--- src/rtl/uart_tx_ctrl.sv ---
// UART transmit sequencer: accepts a byte over valid/ready and shifts it out
// as start, DATA_BITS data bits (LSB first), optional parity, 1 or 2 stop bits.
// Each line state lasts i_DIVISOR+1 clocks, timed by an internal bit counter.
//
// Ports:
//   P_CLK        system clock, rising edge
//   reset        synchronous active-high reset
//   i_DIVISOR    bit period minus one (sampled at accept)
//   i_PARITY_EN  insert parity bit (sampled at accept)
//   i_PARITY_ODD odd parity when 1, even when 0 (sampled at accept)
//   i_STOP2      two stop bits when 1 (sampled at accept)
//   i_DATA       byte to send (sampled at accept)
//   i_VALID      host offers a byte
//   o_READY      block can accept (IDLE only)
//   o_TX         serial line, idle high
//   o_BUSY       frame in progress
//   o_DONE       one-cycle pulse on the first IDLE cycle after a frame
module uart_tx_ctrl #(
  parameter int unsigned DATA_BITS = 8,
  parameter int unsigned CNT_BITS  = 16
) (
  input  logic                 P_CLK,
  input  logic                 reset,
  input  logic [CNT_BITS-1:0]  i_DIVISOR,
  input  logic                 i_PARITY_EN,
  input  logic                 i_PARITY_ODD,
  input  logic                 i_STOP2,
  input  logic [DATA_BITS-1:0] i_DATA,
  input  logic                 i_VALID,
  output logic                 o_READY,
  output logic                 o_TX,
  output logic                 o_BUSY,
  output logic                 o_DONE
);

  localparam int unsigned IDX_W = $clog2(DATA_BITS);

  typedef enum logic [2:0] {
    S_IDLE, S_START, S_DATA, S_PARITY, S_STOP1, S_STOP2
  } state_e;

  state_e                state_q, state_d;
  logic [CNT_BITS-1:0]   cnt_q, cnt_d;
  logic [CNT_BITS-1:0]   div_q, div_d;
  logic [IDX_W-1:0]      idx_q, idx_d;
  logic [DATA_BITS-1:0]  data_q, data_d;
  logic                  par_en_q, par_en_d;
  logic                  par_odd_q, par_odd_d;
  logic                  stop2_q, stop2_d;
  logic                  tx_q, tx_d;
  logic                  ready_q, ready_d;
  logic                  busy_q, busy_d;
  logic                  done_q, done_d;
  logic                  tick;
  logic [IDX_W-1:0]      idx_nxt;

  // State and datapath registers
  always_ff @(posedge P_CLK) begin
    if (reset) begin
      state_q   <= S_IDLE;
      cnt_q     <= '0;
      div_q     <= '0;
      idx_q     <= '0;
      data_q    <= '0;
      par_en_q  <= 1'b0;
      par_odd_q <= 1'b0;
      stop2_q   <= 1'b0;
      tx_q      <= 1'b1;
      ready_q   <= 1'b1;
      busy_q    <= 1'b0;
      done_q    <= 1'b0;
    end else begin
      state_q   <= state_d;
      cnt_q     <= cnt_d;
      div_q     <= div_d;
      idx_q     <= idx_d;
      data_q    <= data_d;
      par_en_q  <= par_en_d;
      par_odd_q <= par_odd_d;
      stop2_q   <= stop2_d;
      tx_q      <= tx_d;
      ready_q   <= ready_d;
      busy_q    <= busy_d;
      done_q    <= done_d;
    end
  end

  // Next-state, bit timer and registered output values
  always_comb begin
    state_d   = state_q;
    cnt_d     = cnt_q;
    div_d     = div_q;
    idx_d     = idx_q;
    data_d    = data_q;
    par_en_d  = par_en_q;
    par_odd_d = par_odd_q;
    stop2_d   = stop2_q;
    tx_d      = tx_q;
    done_d    = 1'b0;
    tick      = (cnt_q == div_q);
    idx_nxt   = idx_q + IDX_W'(1);

    // Counter free-runs outside IDLE and wraps on each bit boundary
    if (state_q != S_IDLE) begin
      cnt_d = tick ? '0 : cnt_q + CNT_BITS'(1);
    end

    case (state_q)
      S_IDLE: begin
        tx_d = 1'b1;
        if (i_VALID) begin
          data_d    = i_DATA;
          div_d     = i_DIVISOR;
          par_en_d  = i_PARITY_EN;
          par_odd_d = i_PARITY_ODD;
          stop2_d   = i_STOP2;
          cnt_d     = '0;
          idx_d     = '0;
          tx_d      = 1'b0;
          state_d   = S_START;
        end
      end
      S_START: begin
        if (tick) begin
          state_d = S_DATA;
          idx_d   = '0;
          tx_d    = data_q[0];
        end
      end
      S_DATA: begin
        if (tick) begin
          if (idx_q != IDX_W'(DATA_BITS - 1)) begin
            idx_d = idx_nxt;
            tx_d  = data_q[idx_nxt];
          end else if (par_en_q) begin
            state_d = S_PARITY;
            tx_d    = (^data_q) ^ par_odd_q;
          end else begin
            state_d = S_STOP1;
            tx_d    = 1'b1;
          end
        end
      end
      S_PARITY: begin
        if (tick) begin
          state_d = S_STOP1;
          tx_d    = 1'b1;
        end
      end
      S_STOP1: begin
        if (tick) begin
          if (stop2_q) begin
            state_d = S_STOP2;
          end else begin
            state_d = S_IDLE;
            done_d  = 1'b1;
          end
        end
      end
      S_STOP2: begin
        if (tick) begin
          state_d = S_IDLE;
          done_d  = 1'b1;
        end
      end
      default: begin
        state_d = S_IDLE;
        tx_d    = 1'b1;
      end
    endcase

    ready_d = (state_d == S_IDLE);
    busy_d  = (state_d != S_IDLE);
  end

  assign o_TX    = tx_q;
  assign o_READY = ready_q;
  assign o_BUSY  = busy_q;
  assign o_DONE  = done_q;

endmodule

--- config.mk ---
export PLATFORM = sky130hd
export DESIGN_NAME = uart_tx_ctrl
export DESIGN_NICKNAME = d
export VERILOG_FILES = /design/src/rtl/uart_tx_ctrl.sv
export SDC_FILE = /design/constraint.sdc
export NUM_CORES = 1
export LEC_CHECK = 0
export ABC_AREA = 1
export BUFFER_PORTS_ARGS = -buffer_cell sky130_fd_sc_hd__buf_4
export CAP_MARGIN = 30
export CELL_PAD_IN_SITES_DETAIL_PLACEMENT = 1
export CELL_PAD_IN_SITES_GLOBAL_PLACEMENT = 1
export CORE_ASPECT_RATIO = 2
export CORE_MARGIN = 3
export CORE_UTILIZATION = 35
export CTS_CLUSTER_DIAMETER = 100
export CTS_CLUSTER_SIZE = 12
export DETAILED_ROUTE_END_ITERATION = 8
export PLACE_DENSITY = 0.74
export SYNTH_ARGS = -nofsm -noshare
export SYNTH_HDL_FRONTEND = slang
export SYNTH_SLANG_ARGS = --single-unit
--- constraint.sdc ---
create_clock -name P_CLK -period 1.5 [get_ports P_CLK]
set_input_delay 0.225 -clock P_CLK [delete_from_list [all_inputs] [get_ports P_CLK]]
set_output_delay 0.225 -clock P_CLK [all_outputs]
set_load 0.02 [all_outputs]
Word level (Yosys, flattened, before mapping)
Cells that the tools add are included.
{ "word_totals": {"regBits": 53, "out_inout_bits": 4, "wordCells": 71, "in_bits": 30} }
{ "op_classes": {"eq_ne": 12, "reduce_logical": 10, "n_addsub": 2, "magnitude_cmp": 1, "n_mux": 32, "n_bitwise": 2} }
{ "op_table": {"columns": ["cell", "count"], "rows": [
  ["two-way mux 16 bit", 4],
  ["two-way mux 3 bit", 13],
  ["case mux 3 bit (6 select lines)", 1],
  ["adder 16 x 1 -> 16 bit (second input constant)", 1],
  ["== test 16 bit", 1],
  ["two-way mux 1 bit", 10],
  ["!= test 2 bit (second input constant)", 5],
  ["case mux 3 bit (3 select lines)", 1],
  ["nonzero test 3 bit", 3],
  ["XOR reduction 8 bit", 1],
  ["== test 3 x 2 -> 1 bit (second input constant)", 2],
  ["== test 3 bit (second input constant)", 2],
  ["logical NOT 3 bit", 2],
  ["case mux 1 bit (5 select lines)", 1],
  ["AND reduction 5 bit", 1],
  ["< comparator 3 x 4 -> 1 bit (second input constant)", 1],
  ["AND reduction 4 bit", 1],
  ["adder 3 x 1 -> 3 bit (second input constant)", 1],
  ["binary-select mux 1 bit (select 3 bit)", 1],
  ["== test 3 x 1 -> 1 bit (second input constant)", 1],
  ["!= test 3 bit (second input constant)", 1],
  ["case mux 1 bit (2 select lines)", 1],
  ["AND reduction 2 bit", 1],
  ["OR reduction 2 bit", 1],
  ["other kinds (2)", 2]
]} }

Longest topological paths before layout
Gate-level depths: netlist (run 1).
{ "depth": {"depth_word": 6, "ltp_mapped": 15} }

Worst setup path after synthesis (run 1)
Ideal clock, no wire load.
{ "synth_path": {"path_type": "reg2reg", "start": "register state_q[1]", "end": "register idx_q[2]", "path_buffers": 0, "period_less_slack_ps": 1501, "path_stages_with_launch": 8, "path_slack_ps": -1, "required_time_ps": 1370, "t_arrival_ps": 1371, "path_cell_list": "dfxtp_1 -> inv_1 -> nor3_2 -> o31ai_1 -> nor2_2 -> nand2_1 -> nand2_1 -> a21oi_1"} }
{ "synth_between": {"elab_chain_cells": 3, "elab_cells_between_ends": 10} }
{ "synth_rtl": {"columns": ["element", "line", "source"], "rows": [
  ["start, declared", "42", "state_e state_q, state_d;"],
  ["start signal, assigned", "73", "state_q <= state_d;"],
  ["== test 3 x 2 -> 1 bit (tied with other cells)", "108", "case (state_q)"],
  ["!= test 2 bit (no source line) / nonzero test 3 bit (equally long branches)", null, null],
  ["AND reduction 5 bit (no source line)", null, null],
  ["end signal, assigned", "76", "idx_q <= idx_d;"],
  ["end, declared", "45", "logic [IDX_W-1:0] idx_q, idx_d;"]
]} }
Parallel ways exist; a longest one is shown, timed or not.
A chain may end at the register's enable or synchronous reset.

Final worst setup path (run 1)
{ "layout_path": {"start": "register div_q[6]", "end": "register ready_q, in the netlist o_READY"} }
{ "layout_between": {"elab_chain_cells": 4, "elab_cells_between_ends": 8} }
{ "layout_rtl": {"columns": ["element", "line", "source"], "rows": [
  ["start, declared", "44", "logic [CNT_BITS-1:0] div_q, div_d;"],
  ["start signal, assigned", "75", "div_q <= div_d;"],
  ["== test 16 bit *", "100", "tick = (cnt_q == div_q);"],
  ["two-way mux 3 bit (on tied branches)", null, null],
  ["case mux 3 bit (6 select lines) *", "108", null],
  ["logical NOT 3 bit *", "172", "ready_d = (state_d == S_IDLE);"],
  ["end signal, assigned", "82", "ready_q <= ready_d;"],
  ["end, declared", "51", "logic ready_q, ready_d;"]
]} }
Every way passes the cells marked *; elsewhere a longest branch is shown, timed or not.

==> flow_summary.yaml, run 1 <==
grt:
  grt_pass1_wl_um: 16200
  antenna_found_initial: 0
  track_usage_pct: 21.8
  grt.overflow.total: 0
  grt_max_degree: 22
  grt_pass1_vias: 3467
clocking:
  cts_max_level: 2
  clock_tree.root_cell: "clkbuf_16"
  clkTransAtPathRegs_ns: 0.07
  cts_buffer_depth: 2
  clk_latency_ns: 0.30
  cts_made_buffers: 5
  cts_sinks: 53
  cts_tree: "yes"
layout:
  fin_util_pct: 61.8
  instances_no_fill: 634
  area_delta_synth_final_pct: 69.3
  num_antenna_cells: 0
  drive_above_1_share_pct: 55.6
  fin_nets: 574
  post-route-cell-area_sq_um: 4730
worst_setup_path:
  crit_path_end_kind: "flip-flop"
  slowest_stage: "dfxtp_1"
  critPathKind: "reg2reg"
  cp_data_arrival_time_ns: 2.02
  worstPathCellList: "inv_1 -> nand2_1 -> nand2_1 -> nor2_2 -> nand2_2 -> nor2_4 -> nand2_2 -> a21oi_2 -> nand2_2 -> nand2_2 -> nand2_1 -> nor2_1"
  cp_common_cell: "nand2_2"
  startpoint_type: "flip-flop"
  crit_fanout: 5
  cp_top_family: "simple AND/OR/NAND/NOR gates"
  max_stage_delay_ns: 0.35
  required_ns: 1.73
  cp_num_buf_inv: 1
yosys:
  async_flop_share_pct: 0
  synth.top_cell.area_share_pct: 37.9
  yosysUniqueCellTypes: 31
  synth_largest_area_cell: "dfxtp_1"
  yosys_register_bits: 53
  synth_common_cells: "nand2_1, dfxtp_1, inv_1"
  synth_edf_count: 0
  yosysWarnings: 0
  synthTopCellsByArea: "dfxtp_1, nand2_1, inv_1"
  synth.most_common_cell: "nand2_1"
  synthCells: 422
  synth-main-ff-cell: "dfxtp_1"
  synth_area_sq_um: 2800
  syn-num-nets: 455
  ys_seq_area_share_pct: 37.9
  postSynthAreaPerCell_sq_um: 6.63
timing:
  slew_headroom_pct: 69.7
  final.setup.tns_ns: -8.15
  rsz0062_at_grt: "yes"
  fin_crit_sh_pct: 119
  worstMarginPinSlew_ns: 0.451
  fin_worst_skew_ns: 0.0106
  setup_viol: 52
  slew_violations: 0
  hold_violations: 0
  fmax_ghz: 0.560
  period_needed_ns: 1.79
  final.setup.worst_slack_ns: -0.286
placement:
  dp_hpwl_um: 6990
  io_buffers: 33
  placed_cells: 608
  post_dp_cell_area_sq_um: 3680
  gp_congestion: 0.868
floorplanning:
  die-area_sq_um: 9160
  die_width_um: 69.2
  rows: 45
  start_util_pct: 36.5
  io-pin-count: 34
  core_area_sq_um: 7660
  die_y_um: 132
power:
  clkPwrFrac_pct: 29.7
  p_switching_mw: 1.17
  p_int_mw: 2.55
  leakage_nw: 2.15
  ir_drop_mv: 0.640
  combPwrFrac_pct: 28.4
  total_power_mw: 3.72
  p_per_area_nw_per_um2: 787
  power.share.sequential_pct: 41.9
  sw_frac_of_total_pct: 31.5
run_status:
  status: "finished with violations"
  failed_checks: "negative setup slack"
run:
  drv_cap: 0
detailed_routing:
  wl_um: 13000
  wire_per_inst_um: 20.5
  via_per_inst: 5.35
  dr.first_iter.drc_count: 105
  vias: 3389
  postRouteAntennaNets: 0
  drc: 0
  drtPass1Iterations: 4
worst_hold_path:
  hp-class: "in2reg"
## timing repair
item | in CTS | in global routing
endpoints found under the hold margin | 0 | 0
cloned | 1 | 4
resized for setup | 78 | 155
setup buffers | 8 | 9
pin swaps | 22 | 71
hold buffers | 0 | 0
endpoints found under the setup margin | 51 | 48
## worst register-to-register path, cell delays in order, from the launching register on
cell and delay, ns:
dfxtp_1 0.35, inv_1 0.07, nand2_1 0.07, nand2_1 0.10, nor2_2 0.13, nand2_2 0.09
nor2_4 0.21, nand2_2 0.16, a21oi_2 0.19, nand2_2 0.09, nand2_2 0.10, nand2_1 0.07
nor2_1 0.10
## cell usage in the layout (no fill, tap or decap), types with 4 or more instances in the layout
cell type	Yosys	routed
o21ai_1	1	4
nand4_1	7	7
a21oi_1	34	21
nor3_1	11	5
nor3_4	1	7
nor2_1	37	13
buf_6	2	13
dfxtp_2	0	26
inv_1	53	37
dfxtp_4	0	5
dfxtp_1	53	22
nand2_2	1	29
clkbuf_16	0	8
buf_12	0	4
nor2_4	3	18
nand3_2	0	6
nand2_4	0	12
o21ai_0	38	25
xor2_1	10	9
inv_2	5	14
a21oi_2	0	13
nor2_2	3	12
nand2_1	122	83
inv_4	0	5
o21ai_2	0	8
nand3_1	14	6
buf_4	1	103
## power groups by stage
stage | registers (mW) | logic (mW) | clock network, mW
4_1_cts | 1.55 | 0.821 | 1.12
3_5_place_dp | 1.58 | 0.721 | 0
3_3_place_gp | 1.57 | 0.692 | 0
2_1_floorplan | 1.57 | 0.374 | 0
6_report | 1.56 | 1.06 | 1.11
5_1_grt | 1.57 | 1.13 | 1.18
## stage by stage
step                      hold WS (ns)  setup WS [ns]
final                            0.169         -0.286
after detailed placement         0.469         -0.345
after floorplan                  0.360         0.0145
after global placement           0.452         -0.257
after CTS                        0.166         -0.106
after global routing             0.165         -0.367
## logic make-up after synthesis
logic type / share of synthesized area, %
compound gates: 15.3
buf+inv: 10.3
fa+ha+maj: 1.34
simple gates: 31.4
xor+xnor: 3.76
flops: 37.9
## layout make-up
| type | count | area, sq um |
|---|---|---|
| clock inverters | 1 | 5.00 |
| well taps | 94 | 118 |
| fillers | 949 | 2920 |
| repair buffers | 124 | 1090 |
| multi-input cells | 299 | 2050 |
| clock buffers | 5 | 125 |
| flip-flops and latches | 53 | 1110 |
| inverters | 58 | 239 |
## per-layer routing
metal	track usage, %	part of all wire, %	up-vias
met5	0	0	-
li1	-	-	1584
met4	8.70	4.7	0
met3	2.81	2.4	49
met1	20.4	34	1680
met2	45.2	59	76
## flip-flops by register name, indices dropped and copies added (netlist names)
register   flops
o_DONE         1
o_TX           1
div_q         16
state_q        3
idx_q          3
par_en_q       1
cnt_q         16
o_BUSY         1
par_odd_q      1
data_q         8
stop2_q        1
o_READY        1
## path summary, 6_finish.rpt
kind | depth (start not counted) | to | slack (ns) | from
max reg2reg | 12 | o_READY$_SDFF_PP1_ | -0.29 | div_q[6]$_SDFFE_PP0P_
max | 12 | o_READY$_SDFF_PP1_ | -0.29 | div_q[6]$_SDFFE_PP0P_
min reg2reg | 2 | o_TX$_SDFFE_PP1P_ | 0.47 | o_TX$_SDFFE_PP1P_
min | 3 | data_q[0]$_SDFFE_PP0P_ | 0.17 | i_DATA[0]
Note: power is estimated with default switching activity, not from simulation.
==> run 2: changes to the inputs <==
- PLACE_DENSITY: 0.74 -> 0.71
- REMOVE_ABC_BUFFERS: not set -> 1
- clock period: 1.5 -> 1.78 ns (I/O delays scaled with it)
==> run 2 against run 1 <==
- the run now ends clean
- sequential share of layout area grew 7.2 points
- utilization shrank 16 points
- fmax grew 10%
- register-to-register slack gained 0.44 ns
- routed wire length shrank 38%
- sequential power shrank 17%
- hold slack gained 0.024 ns
- global-route usage shrank 3.1 points
- largest cell class unchanged
==> flow_summary.yaml, run 2 (synthesis results as in run 1) <==
power:
  combPwrFrac_pct: 18.5
  clkPwrFrac_pct: 36.4
  power.share.sequential_pct: 45.2
  p_switching_mw: 0.807
  sw_frac_of_total_pct: 28.1
  leakage_nw: 1.61
  ir_drop_mv: 0.530
  total_power_mw: 2.88
  p_per_area_nw_per_um2: 817
  p_int_mw: 2.07
layout:
  fill_cells: 1043
  drive_above_1_share_pct: 22.6
  final_common_cell: "nand2_1"
  instances_no_fill: 567
  area_delta_synth_final_pct: 25.9
  num_antenna_cells: 0
  layout_top_registers: "cnt_q x16, div_q x16, data_q x8"
  fin_nets: 505
  fin_util_pct: 46.0
  final_cell_mix: "nand2_1, buf_4, inv_1"
detailed_routing:
  wire_per_inst_um: 14.2
  wl_um: 8080
  drc: 0
  drtPass1Iterations: 4
  postRouteAntennaNets: 0
  via_per_inst: 5.03
  dr.first_iter.drc_count: 101
  vias: 2853
clocking:
  clock_tree.root_cell: "clkbuf_16"
  clkTransAtPathRegs_ns: 0.07
  cts_max_level: 2
  cts_sinks: 53
  cts_buffer_depth: 2
  cts_made_buffers: 5
  clk_latency_ns: 0.30
  cts_tree: "yes"
timing:
  final.setup.tns_ns: 0
  hold_violations: 0
  final.setup.worst_slack_ns: 0.156
  fmax_ghz: 0.616
  rsz0062_at_grt: "no"
  fin_worst_skew_ns: 0.00936
  setup_viol: 0
  period_needed_ns: 1.62
  fin_crit_sh_pct: 91.2
  worstMarginPinSlew_ns: 0.333
  slew_headroom_pct: 77.7
  slew_violations: 0
worst_setup_path:
  required_ns: 1.97
  slowest_stage: "dfxtp_2"
  cp_common_cell: "nand2_1"
  crit_path_end_kind: "flip-flop"
  startpoint_type: "flip-flop"
  critPathKind: "reg2reg"
  r2r.worst_path.cells: 12
  max_stage_delay_ns: 0.34
  crit_fanout: 4
  cp_data_arrival_time_ns: 1.81
  worstPathCellList: "inv_1 -> nand2_1 -> nand2_1 -> nor2_1 -> nand2_1 -> nor2_4 -> buf_4 -> nand3_1 -> nand2_1 -> nand2_1 -> a21oi_2 -> nor2_1"
floorplanning:
  die_y_um: 132
  io-pin-count: 34
  rows: 45
  die-area_sq_um: 9160
  core_area_sq_um: 7660
  start_util_pct: 36.5
  die_width_um: 69.2
grt:
  antenna_found_initial: 0
  grt.overflow.total: 0
  grt_pass1_vias: 3062
  track_usage_pct: 18.7
  grt_pass1_wl_um: 13900
  grt_max_degree: 34
placement:
  dp_slack_ns: 0.00613
  placed_cells: 559
  io_buffers: 33
  gp_congestion: 0.854
  dp_hpwl_um: 6520
run_status:
  status: "completed"
run:
  drv_cap: 0
worst_hold_path:
  min_path_cells: 3
  hp-class: "in2reg"
run 2: changes by cell type in the layout (fill, tap and decap cells not counted), moves of 11 or more:
cell	previous run	this run
nor2_1	13	33
nand2_2	29	4
inv_1	37	52
dfxtp_1	22	39
a21oi_2	13	1
a21oi_1	21	33
o21ai_0	25	38
dfxtp_2	26	13
nand2_4	12	1
buf_6	13	0
nand2_1	83	118
buf_4	103	54
nor2_4	18	5
run 2: stage by stage:
stage	hold WS, ns	area [sq um]
floorplan	0.336	2730
global placement	0.452	3290
detailed placement	0.462	3290
CTS	0.193	3450
global route	0.206	3520
finish	0.192	3520
run 2: layout make-up:
type | count | area, sq um | share of cell area, %
inverters | 58 | 220 | 6.25
well taps | 94 | 118 | 3.34
clock inverters | 1 | 5.00 | 0.142
flip-flops and latches | 53 | 1080 | 30.7
multi-input cells | 298 | 1500 | 42.6
repair buffers | 56 | 445 | 12.7
clock buffers | 7 | 153 | 4.34
run 2: final timing paths:
kind                            endpoint  slack (ns)                  start
hold / removal    div_q[11]$_SDFFE_PP0P_        0.19          i_DIVISOR[11]
setup reg to reg      o_READY$_SDFF_PP1_        0.16    cnt_q[0]$_SDFF_PP0_
setup / recovery      o_READY$_SDFF_PP1_        0.16    cnt_q[0]$_SDFF_PP0_
hold reg to reg    div_q[7]$_SDFFE_PP0P_        0.47  div_q[7]$_SDFFE_PP0P_
run 2: layer usage:
metal	GRT usage (%)	wire length, um	share of wire (%)	up-vias
met1	17.0	2750	34	1356
met5	0	0	0	-
met3	3.19	182	2.3	18
met2	38.6	4870	60	37
met4	8.26	269	3.3	0
li1	-	-	-	1442
run 2: timing repair:
| item | in CTS | in global routing |
|---|---|---|
| gates resized for setup | 1 | 31 |
| hold buffers | 0 | 0 |
| buffers inserted | 0 | 0 |
| setup endpoints to repair | 1 | 22 |
| pin swaps | 0 | 2 |
| cloned | 0 | 0 |
run 2: worst max-delay path: cells and delay by family, from the launching register on:
kind            cells  cell delay, ns
simple gates        9            0.77
flops               1            0.34
buf+inv             2            0.23
compound gates      1            0.15
run 2: power groups by stage:
stage	combinational [mW]	clock (mW)	sequential, mW
after floorplan	0.297	0	1.33
after global placement	0.511	0	1.33
after detailed placement	0.527	0	1.33
after CTS	0.530	1.08	1.30
after global routing	0.611	1.13	1.31
final	0.532	1.05	1.30
==> run 3: changes to the inputs <==
- CELL_PAD_IN_SITES_DETAIL_PLACEMENT: 1 -> not set
- CELL_PAD_IN_SITES_GLOBAL_PLACEMENT: 1 -> not set
- PLACE_DENSITY: 0.71 -> 0.55
==> run 3 against run 2 <==
- die area unchanged
- final area decreased by 0.64%
- hold slack improved by 0.0044 ns
- clock skew decreased by 0.0065 ns
- final cell count increased by 0.18%
- global-route usage decreased by 2.7 points
- combinational power decreased by 3.9%
- via count decreased by 3.8%
- fmax decreased by 2.8%
- sequential cell count unchanged
- routed wire length decreased by 10%
- first-iteration DRC count decreased by 13%
- largest power group unchanged
- highest routed layer unchanged
==> flow_summary.yaml, run 3 (synthesis results as in run 1) <==
grt:
  antenna_found_initial: 0
  grt_max_degree: 29
  grt.overflow.total: 0
  track_usage_pct: 16.0
  grt_pass1_wl_um: 11800
  grt_pass1_vias: 2638
detailed_routing:
  via_per_inst: 4.83
  maxUsedRoutingLayer: "met4"
  wl_met3_um: 192
  met2WireLength_um: 4220
  postRouteAntennaNets: 0
  vias: 2744
  wl_um: 7240
  wire_per_inst_um: 12.7
  drtPass1Iterations: 4
  wirelength_met1_um: 2650
  dr.first_iter.drc_count: 88
  drc: 0
worst_setup_path:
  cp_top_family: "simple AND/OR/NAND/NOR gates"
  critPathKind: "reg2reg"
  cp_num_buf_inv: 3
  crit_fanout: 28
  max_stage_delay_ns: 0.35
  path_depth: 7
  cp_data_arrival_time_ns: 1.84
  worstPathCellList: "nor3_4 -> inv_2 -> nor2_4 -> inv_2 -> buf_4 -> o21ai_0 -> a21oi_1"
  cp_common_cell: "inv_2"
  crit_path_end_kind: "flip-flop"
  r2r.worst_path.cells: 7
  startpoint_type: "flip-flop"
  required_ns: 1.95
  slowest_stage: "dfxtp_1"
placement:
  io_buffers: 33
  dp_hpwl_um: 5650
  gp_congestion: 0.872
layout:
  seq_area_sq_um: 1070
  layout_top_registers: "cnt_q x16, div_q x16, data_q x8"
  fill_cells: 847
  area_delta_synth_final_pct: 25.1
  final_common_cell: "nand2_1"
  fin_nets: 507
  drive_above_1_share_pct: 20.5
  final_cell_mix: "nand2_1, buf_4, inv_1"
  multi_input_area_sq_um: 1500
  num_antenna_cells: 0
  fin_util_pct: 45.7
clocking:
  cts_buffer_depth: 2
  clkTransAtPathRegs_ns: 0.07
  cts_hold_buf: 0
  clk_latency_ns: 0.29
  cts_sinks: 53
  clock_tree.root_cell: "clkbuf_16"
  cts_made_buffers: 5
  cts_tree: "yes"
  post_cts_buffers: 0
  cts_max_level: 2
  cts_resized: 0
timing:
  worstMarginPinSlew_ns: 0.409
  fin_crit_sh_pct: 93.8
  fmax_ghz: 0.599
  slew_headroom_pct: 72.7
  whs_ns: 0.197
  setup_viol: 0
  final.setup.tns_ns: 0
  rsz0062_at_grt: "no"
  period_needed_ns: 1.67
  fin_worst_skew_ns: 0.00282
  slew_violations: 0
  hold_violations: 0
floorplanning:
  rows: 45
  die_y_um: 132
  start_util_pct: 36.5
  die-area_sq_um: 9160
  io-pin-count: 34
  core_area_sq_um: 7660
  die_width_um: 69.2
run_status:
  status: "completed"
worst_hold_path:
  min_path_cells: 3
  hp-class: "in2reg"
run:
  drv_cap: 0
power:
  p_per_area_nw_per_um2: 797
  leakage_nw: 1.60
  ir_drop_mv: 0.485
run 3: changes by cell type in the layout (fill, tap and decap cells not counted), moves of 2 or more:
cell and delta:
dfxtp_2 -7, nor2_2 -2, nor2_1 +2, buf_4 +3, dfxtp_1 +7
run 3: path summary, 6_finish.rpt:
check	from	to	slack (ns)
max	state_q[0]$_SDFF_PP0_	div_q[1]$_SDFFE_PP0P_	0.11
min	i_DATA[6]	data_q[6]$_SDFFE_PP0P_	0.20
max reg2reg	state_q[0]$_SDFF_PP0_	div_q[1]$_SDFFE_PP0P_	0.11
min reg2reg	div_q[6]$_SDFFE_PP0P_	div_q[6]$_SDFFE_PP0P_	0.47
run 3: metrics by stage:
step / total power, mW / area [sq um] / worst slack (ns) / std cells
2_1_floorplan: 1.62 / 2730 / 0.182 / 409
3_3_place_gp: 1.83 / 3290 / 0.0430 / 561
3_5_place_dp: 1.83 / 3290 / 0.0166 / 561
4_1_cts: 2.82 / 3430 / 0.00398 / 568
5_1_grt: 2.94 / 3500 / 0.00110 / 568
6_report: 2.79 / 3500 / 0.110 / 568
run 3: cell type report:
type	instances	area share, %
inverters	58	6.22
repair buffers	58	12.8
well taps	94	3.36
multi-input cells	298	42.9
clock buffers	7	4.08
flip-flops and latches	53	30.7
run 3: worst min-delay path: stages:
cell and delay [ns]:
buf_4 0.07, nor2_1 0.03, nor2_1 0.08
run 3: metal layers:
| metal | vias up | GRT usage, % |
|---|---|---|
| li1 | 1443 | - |
| met2 | 43 | 32.7 |
| met1 | 1250 | 15.1 |
| met3 | 8 | 2.66 |
| met5 | - | 0 |
| met4 | 0 | 6.30 |
run 3: where the power goes:
group | switching [mW] | internal, mW
Combinational | 0.297 | 0.214
Sequential | 0.0445 | 1.25
Clock | 0.423 | 0.554
